<file path="src/rtl/booth_r4_pp_accum_pkg.sv">
// Shared definitions for the radix-4 Booth partial-product accumulator:
// Booth digit codes, which match the encoder side, and the FSM state type.
package booth_r4_pp_accum_pkg;

    localparam logic [2:0] BOOTH_0  = 3'b000;
    localparam logic [2:0] BOOTH_P1 = 3'b001;
    localparam logic [2:0] BOOTH_P2 = 3'b010;
    localparam logic [2:0] BOOTH_N1 = 3'b111;
    localparam logic [2:0] BOOTH_N2 = 3'b110;

    typedef enum logic [1:0] {
        ST_IDLE = 2'd0,
        ST_RUN  = 2'd1,
        ST_DONE = 2'd2
    } state_e;

endpackage

</file>
<file path="src/rtl/booth_r4_pp_accum_dec.sv">
// Combinational radix-4 Booth digit decoder.
// Maps one 3-bit digit and an unsigned multiplicand to a signed partial product
// (0, +-A, +-2A) in PWIDTH bits. Illegal codes decode to 0 and raise 'illegal'.
module booth_dec_r4 #(
    parameter int unsigned WIDTH  = 24,
    parameter int unsigned PWIDTH = 51
) (
    input  logic [2:0]        digit,
    input  logic [WIDTH-1:0]  a,
    output logic [PWIDTH-1:0] pp,
    output logic              illegal
);
    import booth_r4_pp_accum_pkg::*;

    logic [PWIDTH-1:0] a1;
    logic [PWIDTH-1:0] a2;

    assign a1 = {{(PWIDTH-WIDTH){1'b0}}, a};
    assign a2 = {a1[PWIDTH-2:0], 1'b0};

    // Select the partial product; negatives are formed as two's complement in PWIDTH bits.
    always_comb begin
        pp      = '0;
        illegal = 1'b0;
        unique case (digit)
            BOOTH_0:  pp = '0;
            BOOTH_P1: pp = a1;
            BOOTH_P2: pp = a2;
            BOOTH_N1: pp = ~a1 + PWIDTH'(1);
            BOOTH_N2: pp = ~a2 + PWIDTH'(1);
            default: begin
                pp      = '0;
                illegal = 1'b1;
            end
        endcase
    end

endmodule

</file>
<file path="src/rtl/booth_r4_pp_accum.sv">
// Radix-4 Booth partial-product accumulator.
// Accepts a multiplicand and NDIG Booth digits, then accumulates one digit per
// cycle, most significant first: acc = acc*4 + pp(digit). Fixed latency of NDIG
// run cycles; the result is held in DONE until the downstream handshake.
module booth_r4_pp_accum #(
    parameter  int unsigned WIDTH  = 24,
    parameter  int unsigned NDIG   = WIDTH/2 + 1,
    localparam int unsigned PWIDTH = WIDTH + 2*NDIG + 1
) (
    input  logic                clk,
    input  logic                rst_n,
    input  logic                in_valid,
    output logic                in_ready,
    input  logic [WIDTH-1:0]    a,
    input  logic [3*NDIG-1:0]   dig,
    output logic                out_valid,
    input  logic                out_ready,
    output logic [PWIDTH-1:0]   product,
    output logic                err
);
    import booth_r4_pp_accum_pkg::*;

    localparam int unsigned CW = $clog2(NDIG);

    state_e                   state_q, state_d;
    logic [CW-1:0]            cnt_q, cnt_d;
    logic [WIDTH-1:0]         a_q, a_d;
    logic [NDIG-1:0][2:0]     dig_q, dig_d;
    logic [PWIDTH-1:0]        acc_q, acc_d;
    logic                     err_q, err_d;
    logic                     in_ready_q, in_ready_d;
    logic                     out_valid_q, out_valid_d;

    logic [2:0]               cur_digit;
    logic [PWIDTH-1:0]        pp;
    logic                     pp_illegal;

    assign cur_digit = dig_q[cnt_q];

    booth_dec_r4 #(
        .WIDTH  (WIDTH),
        .PWIDTH (PWIDTH)
    ) u_dec (
        .digit   (cur_digit),
        .a       (a_q),
        .pp      (pp),
        .illegal (pp_illegal)
    );

    assign in_ready  = in_ready_q;
    assign out_valid = out_valid_q;
    assign product   = acc_q;
    assign err       = err_q;

    // Next-state logic for the FSM, counter, operand registers and accumulator.
    always_comb begin
        state_d     = state_q;
        cnt_d       = cnt_q;
        a_d         = a_q;
        dig_d       = dig_q;
        acc_d       = acc_q;
        err_d       = err_q;
        in_ready_d  = in_ready_q;
        out_valid_d = out_valid_q;
        unique case (state_q)
            ST_IDLE: begin
                if (in_valid) begin
                    a_d        = a;
                    dig_d      = dig;
                    acc_d      = '0;
                    err_d      = 1'b0;
                    cnt_d      = CW'(NDIG - 1);
                    in_ready_d = 1'b0;
                    state_d    = ST_RUN;
                end
            end
            ST_RUN: begin
                acc_d = {acc_q[PWIDTH-3:0], 2'b00} + pp;
                err_d = err_q | pp_illegal;
                cnt_d = cnt_q - 1'b1;
                if (cnt_q == '0) begin
                    out_valid_d = 1'b1;
                    state_d     = ST_DONE;
                end
            end
            ST_DONE: begin
                if (out_ready) begin
                    out_valid_d = 1'b0;
                    in_ready_d  = 1'b1;
                    state_d     = ST_IDLE;
                end
            end
            default: begin
                out_valid_d = 1'b0;
                in_ready_d  = 1'b1;
                state_d     = ST_IDLE;
            end
        endcase
    end

    // State registers with synchronous active-low reset.
    always_ff @(posedge clk) begin
        if (!rst_n) begin
            state_q     <= ST_IDLE;
            cnt_q       <= '0;
            a_q         <= '0;
            dig_q       <= '0;
            acc_q       <= '0;
            err_q       <= 1'b0;
            in_ready_q  <= 1'b1;
            out_valid_q <= 1'b0;
        end else begin
            state_q     <= state_d;
            cnt_q       <= cnt_d;
            a_q         <= a_d;
            dig_q       <= dig_d;
            acc_q       <= acc_d;
            err_q       <= err_d;
            in_ready_q  <= in_ready_d;
            out_valid_q <= out_valid_d;
        end
    end

endmodule

</file>
<file path="config.mk">
export PLATFORM = sky130hd
export DESIGN_NAME = booth_r4_pp_accum
export DESIGN_NICKNAME = d
export VERILOG_FILES = /design/src/rtl/booth_r4_pp_accum_pkg.sv /design/src/rtl/booth_r4_pp_accum_dec.sv /design/src/rtl/booth_r4_pp_accum.sv
export SDC_FILE = /design/constraint.sdc
export NUM_CORES = 1
export LEC_CHECK = 0
export BUFFER_PORTS_ARGS = -buffer_cell sky130_fd_sc_hd__buf_4
export CORE_AREA = 2 2 127 129
export DETAILED_ROUTE_END_ITERATION = 10
export DIE_AREA = 0 0 129 131
export PLACE_DENSITY = 0.8
export SYNTH_ARGS = -nofsm -noshare
export SYNTH_HDL_FRONTEND = slang
export SYNTH_SLANG_ARGS = --single-unit
</file>
<file path="constraint.sdc">
create_clock -name clk -period 5.9 [get_ports clk]
set_input_delay 0.59 -clock clk [delete_from_list [all_inputs] [get_ports clk]]
set_output_delay 0.59 -clock clk [all_outputs]
set_load 0.03 [all_outputs]
</file>
-- Word level (Yosys, flattened, before mapping)
Index checks and enable logic that the tools add are counted.
- add/subtract/negate cells: 4
- order comparisons: 1
- eq/ne operators: 9
- mux-type cells: 19
- bitwise gates (word level): 5
- reductions and logical operators: 10
- operator list (kind ; count):
    51-bit one-hot mux with 4 select lines ; 1
    51-bit by 1-bit adder with 51-bit output, second input constant ; 2
    51-bit one-hot mux with 2 select lines ; 1
    51-bit adder ; 1
    51-bit 2-to-1 mux ; 1
    24-bit inverter with 51-bit output ; 1
    25-bit inverter with 51-bit output ; 1
    3-bit binary-select mux with 4-bit select ; 1
    3-bit AND reduction ; 3
    4-bit one-hot mux with 2 select lines ; 1
    3-bit == test, second input constant ; 2
    2-bit 2-to-1 mux ; 3
    2-bit != test, second input constant ; 3
    1-bit one-hot mux with 3 select lines ; 2
    2-bit one-hot mux with 3 select lines ; 1
    4-bit by 5-bit less-than comparator with 1-bit output, second input constant ; 1
    1-bit 2-to-1 mux ; 5
    5-bit OR reduction ; 1
    4-bit zero test ; 1
    4-bit 2-to-1 mux ; 1
    2-bit AND reduction ; 2
    4-bit by 1-bit subtractor with 4-bit output, second input constant ; 1
    3-bit by 1-bit == test with 1-bit output, second input constant ; 1
    3-bit by 2-bit == test with 1-bit output, second input constant ; 1
    other kinds (9) ; 10
- register bits after elaboration: 123
- bits of input ports: 67
- logic and storage cells: 68

-- Longest topological paths before layout
- depth in word-level cells: 7
- depth in mapped cells: 23

-- Hierarchy
Synthesis repeated with hierarchy kept, for this count alone.
- cells, all modules: 1195
- area, all modules: 8876.0 um^2
- by module, submodules not included (module ; times used ; cells an instance ; area each (um^2) ; sequential area each (um^2)):
    booth_r4_pp_accum ; 1 ; 956 ; 7385.8 ; 2462.4
    booth_dec_r4 ; 1 ; 239 ; 1490.2 ; 0.0

-- Worst setup path before layout
Ideal clock, no wire load.
- path type: register to register
- start: register cnt_q[2]
- end: register acc_q[46], in the netlist product[46]
- library setup time: 128 ps
- arrival time: 4992 ps
- data required time: 5772 ps
- path slack: 780 ps
- cell stages (with the launch flop): 23
- buffers on the path: 2
- period minus slack after synthesis: 5120 ps
- cell sequence: dfxtp_1 -> buf_2 -> mux4_2 -> and3_1 -> a31oi_2 -> nand2_1 -> nand2_1 -> or2_1 -> clkbuf_1 -> nor2_1 -> o21ai_0 -> o221ai_1 -> ha_1 -> fa_1 -> a211oi_1 -> o21ai_0 -> a31o_2 -> a2111o_1 -> a21oi_1 -> o21ai_0 -> a21boi_0 -> xor2_1 -> o21ai_0
- longest elaborated chain between the ends: 6
- elaborated cells on any way between the ends: 9
- classes of those cells: add/sub (1); eq/ne (4); mux (4)
- ends and longest elaborated chain (element ; line ; source):
    start, declared ; booth_r4_pp_accum.sv:26 ; logic [CW-1:0] cnt_q, cnt_d;
    start signal, assigned ; booth_r4_pp_accum.sv:114 ; cnt_q <= cnt_d;
    3-bit binary-select mux with 4-bit select (*) ; booth_r4_pp_accum.sv:38 ; assign cur_digit = dig_q[cnt_q];
    3-bit 2-to-1 mux (implied by the code) (*) ; booth_r4_pp_accum.sv:38 ;
    3-bit == test (tied with other cells) ; booth_r4_pp_accum_dec.sv:25 ; unique case (digit)
    51-bit one-hot mux with 4 select lines (*) ; booth_r4_pp_accum_dec.sv:25 ;
    51-bit adder (*) ; booth_r4_pp_accum.sv:78 ; acc_d = {acc_q[PWIDTH-3:0], 2'b00} + pp;
    51-bit one-hot mux with 2 select lines (*) ; booth_r4_pp_accum.sv:65 ; unique case (state_q)
    end signal, assigned ; booth_r4_pp_accum.sv:108 ; acc_q <= '0;
    end signal, assigned ; booth_r4_pp_accum.sv:117 ; acc_q <= acc_d;
    end, declared ; booth_r4_pp_accum.sv:29 ; logic [PWIDTH-1:0] acc_q, acc_d;
Every way passes the cells marked *; elsewhere a longest branch is shown, timed or not. The select of a mux whose other input is x is not followed.
A chain may end at the register's enable or synchronous reset.

-- Worst setup path in the final report
- start: register cnt_q[1]
- end: register acc_q[48], in the netlist product[48]
Same word-level chain as after synthesis.

==> flow_summary.json <==
{
  "rows": 46,
  "cts_resized": 1,
  "fin_util_pct": 68.4,
  "final-hold-violation-count": 0,
  "worstPathArrival_ns": 5.94,
  "critPathCaptureType": "flop",
  "grt_start_max_net_pins": 94,
  "yosysSeqAreaShare_pct": 27.4,
  "route.detailed.drc": 0,
  "grt_pass1_vias": 8359,
  "grt_pass1_wl_mm": 42.4,
  "p_comb_share_pct": 26.7,
  "syn_nets": 1308,
  "synth_edf_count": 0,
  "firstDrtPassIters": 5,
  "core_area_sq_um": 15600,
  "vias_per_cell": 6.03,
  "worst_slack_ns": 0.267,
  "diodes": 0,
  "cpMaxStageDelayCell": "o21ai_0",
  "ys_types": 81,
  "min_period_ns": 5.63,
  "maxCapViolCount": 0,
  "slew_headroom_pct": 37.7,
  "clkSinkCount": 123,
  "ys_ff_latch": 123,
  "p_leak_uw": 0.00442,
  "critPathMaxStageDelay_ns": 0.61,
  "worst-path-max-fanout": 24,
  "die_h_um": 131,
  "globalplace.congestion": 0.945,
  "overflow": 0,
  "ys_async_sr_fraction_pct": 0,
  "nets": 1391,
  "synth-main-ff-cell": "dfxtp_1",
  "path_cells": "buf_4 > or4bb_1 > o221ai_1 > nand2_1 > nand2_1 > buf_4 > nor3b_2 > buf_4 > nand2_1 > o21ai_0 > ha_1 > a21oi_1 > a21oi_1 > a211oi_1 > nor2_1 > nor3_1 > o31ai_2 > a221oi_1 > mux2i_1 > nand3_1",
  "critPathLaunchType": "flop",
  "ant_nets": 0,
  "p_clk_share_pct": 39.5,
  "clockBufferDepth": 2,
  "die_w_um": 129,
  "cts_tree": "yes",
  "internal-power_uw": 1860,
  "fin_skew_ns": 0.0119,
  "clkLatencyLatePin_ns": 0.43,
  "path_class": "flop to flop",
  "cts.clk_slew.worst_paths_ns": 0.06,
  "slew_viol_final": 0,
  "antenna_found_initial": 0,
  "postCtsHoldBufs": 0,
  "drtIter0Drc": 684,
  "swShare_pct": 33.7,
  "die_area_sq_um": 16900,
  "final_cells": 1502,
  "tightest_slew_ns": 0.934,
  "io_buffer_count": 120,
  "syn2layout_area_growth_pct": 18.8,
  "period_share_pct": 95.5,
  "h-tree-depth": 4,
  "avgSynthCellArea_sq_um": 7.55,
  "vias": 9055,
  "power.density_nw_per_um2": 263,
  "syn-cell-area_sq_um": 8980,
  "cp.required_ns": 6.21,
  "fmax_mhz": 178,
  "grtUsageTotal_pct": 31.8,
  "p_switching_uw": 947,
  "ir_worst_vdd_uv": 206,
  "synthCells": 1190,
  "status": "completed",
  "finalPower_uw": 2810,
  "rsz0062_at_grt": "no",
  "wl_mm": 27.0,
  "cts-root-buf": "clkbuf_16",
  "pwr-share-seq_pct": 33.8,
  "yosys_warnings": 0,
  "wl_per_cell_um": 17.9,
  "min_path_type": "input pin to flop",
  "drive_gt1_share_pct": 16.8,
  "n_fill_cell": 1334,
  "detailed_place_hpwl_mm": 19.9,
  "pre_cts_ws_ns": -0.00699,
  "boundaryPins": 121,
  "setup_violations": 0,
  "numCtsBuffers": 17,
  "postCtsSetupBuffers": 0,
  "dp.cells": 1470,
  "start_util_pct": 57.6
}
==> routing by layer <==
metal  global-route usage, %  vias to the layer above  wire length [um]
li1                        -                     4454                 -
met1                    38.5                     4173             11100
met2                    54.5                      365             13100
met3                    6.27                       63              1700
met4                    15.3                        0              1050
met5                       0                        -                 0
==> path summary, 6_finish.rpt <==
check | cells past startpoint | slack (ns) | start | endpoint
max | 20 | 0.27 | cnt_q[1]$_SDFFE_PN0P_ | product[48]$_SDFFE_PN0P_
min | 3 | 0.42 | dig[7] | dig_q[7]$_SDFFE_PN0P_
max reg2reg | 20 | 0.27 | cnt_q[1]$_SDFFE_PN0P_ | product[48]$_SDFFE_PN0P_
min reg2reg | 2 | 0.46 | dig_q[18]$_SDFFE_PN0P_ | dig_q[18]$_SDFFE_PN0P_
==> registers in the layout, indices dropped and copies added, names as in the netlist <==
name,cells
err,1
dig_q,39
product,51
cnt_q,4
a_q,24
state_q,2
in_ready,1
out_valid,1
==> placed cells by master, fill, tap and decap left out, types with 5 or more instances in the layout <==
cell type,n
inv_1,16
nand3_1,46
mux2i_1,11
o2bb2ai_1,9
and2_1,25
o21a_1,9
nor2_1,41
ha_1,50
a211oi_1,5
a221o_1,6
nor3_1,26
o21bai_1,6
nand2_1,236
o31ai_1,8
a21oi_1,61
a31oi_1,12
buf_4,150
mux4_2,6
xor2_1,17
nor2b_1,7
and3_1,8
nand2b_1,7
o221ai_1,6
a21boi_0,80
nand4_1,9
o211ai_1,5
or3_1,11
clkbuf_16,17
xnor2_1,38
a21o_1,26
a221oi_1,6
or2_2,8
dfxtp_1,122
o21ai_0,99
==> stage by stage <==
step / cell area (sq um) / TNS [ns] / hold slack (ns)
2_1_floorplan: 8980 / 0 / 0.438
3_3_place_gp: 10000 / 0 / 0.438
3_5_place_dp: 10000 / -0.0116 / 0.452
4_1_cts: 10700 / 0 / 0.408
5_1_grt: 10700 / 0 / 0.421
6_report: 10700 / 0 / 0.418
==> final cells by class <==
cell class	instances	area (sq um)	area share [%]
multi-input cells	964	6130	57.4
repair buffers	150	1130	10.6
clock buffers	21	460	4.31
well taps	216	270	2.53
clock inverters	11	158	1.48
flip-flops and latches	123	2460	23.1
inverters	17	63.8	0.598
==> worst max-delay path: cells and delay by family (launching register included) <==
kind                       cells  cell delay (ns)
and+or+nand+nor                8             1.83
adders and majority gates      1             0.45
muxes                          1             0.23
DFF                            1             0.41
AOI/OAI and AO/OA              7             1.84
buffers and inverters          3             0.74
==> cells by family after synthesis <==
logic type	synth area share [%]
simple gates	23.4
compound gates	29.2
flops	27.4
buf+inv	4.56
xor+xnor	5.36
fa+ha+maj	7.19
mux	2.86
==> synth_stat cells (all sizes together), types with 25 or more instances <==
cell / count / area share [%]
nand2: 237 / 9.9
dfxtp: 123 / 27
o21ai: 102 / 5.7
a21boi: 80 / 6.7
clkbuf: 71 / 3.0
a21oi: 62 / 3.5
ha: 50 / 7.0
nand3: 47 / 2.7
nor2: 42 / 1.8
xnor2: 38 / 3.7
nor3: 27 / 1.6
a21o: 26 / 2.2
and2: 25 / 1.7
==> power groups by stage <==
stage	Clock, uW	Sequential (uW)	Combinational (uW)
floorplan	0	960	507
global placement	0	964	732
detailed placement	0	965	737
CTS	1120	948	744
global route	1160	956	820
finish	1110	949	752
Note: power is estimated with default switching activity, not from simulation.
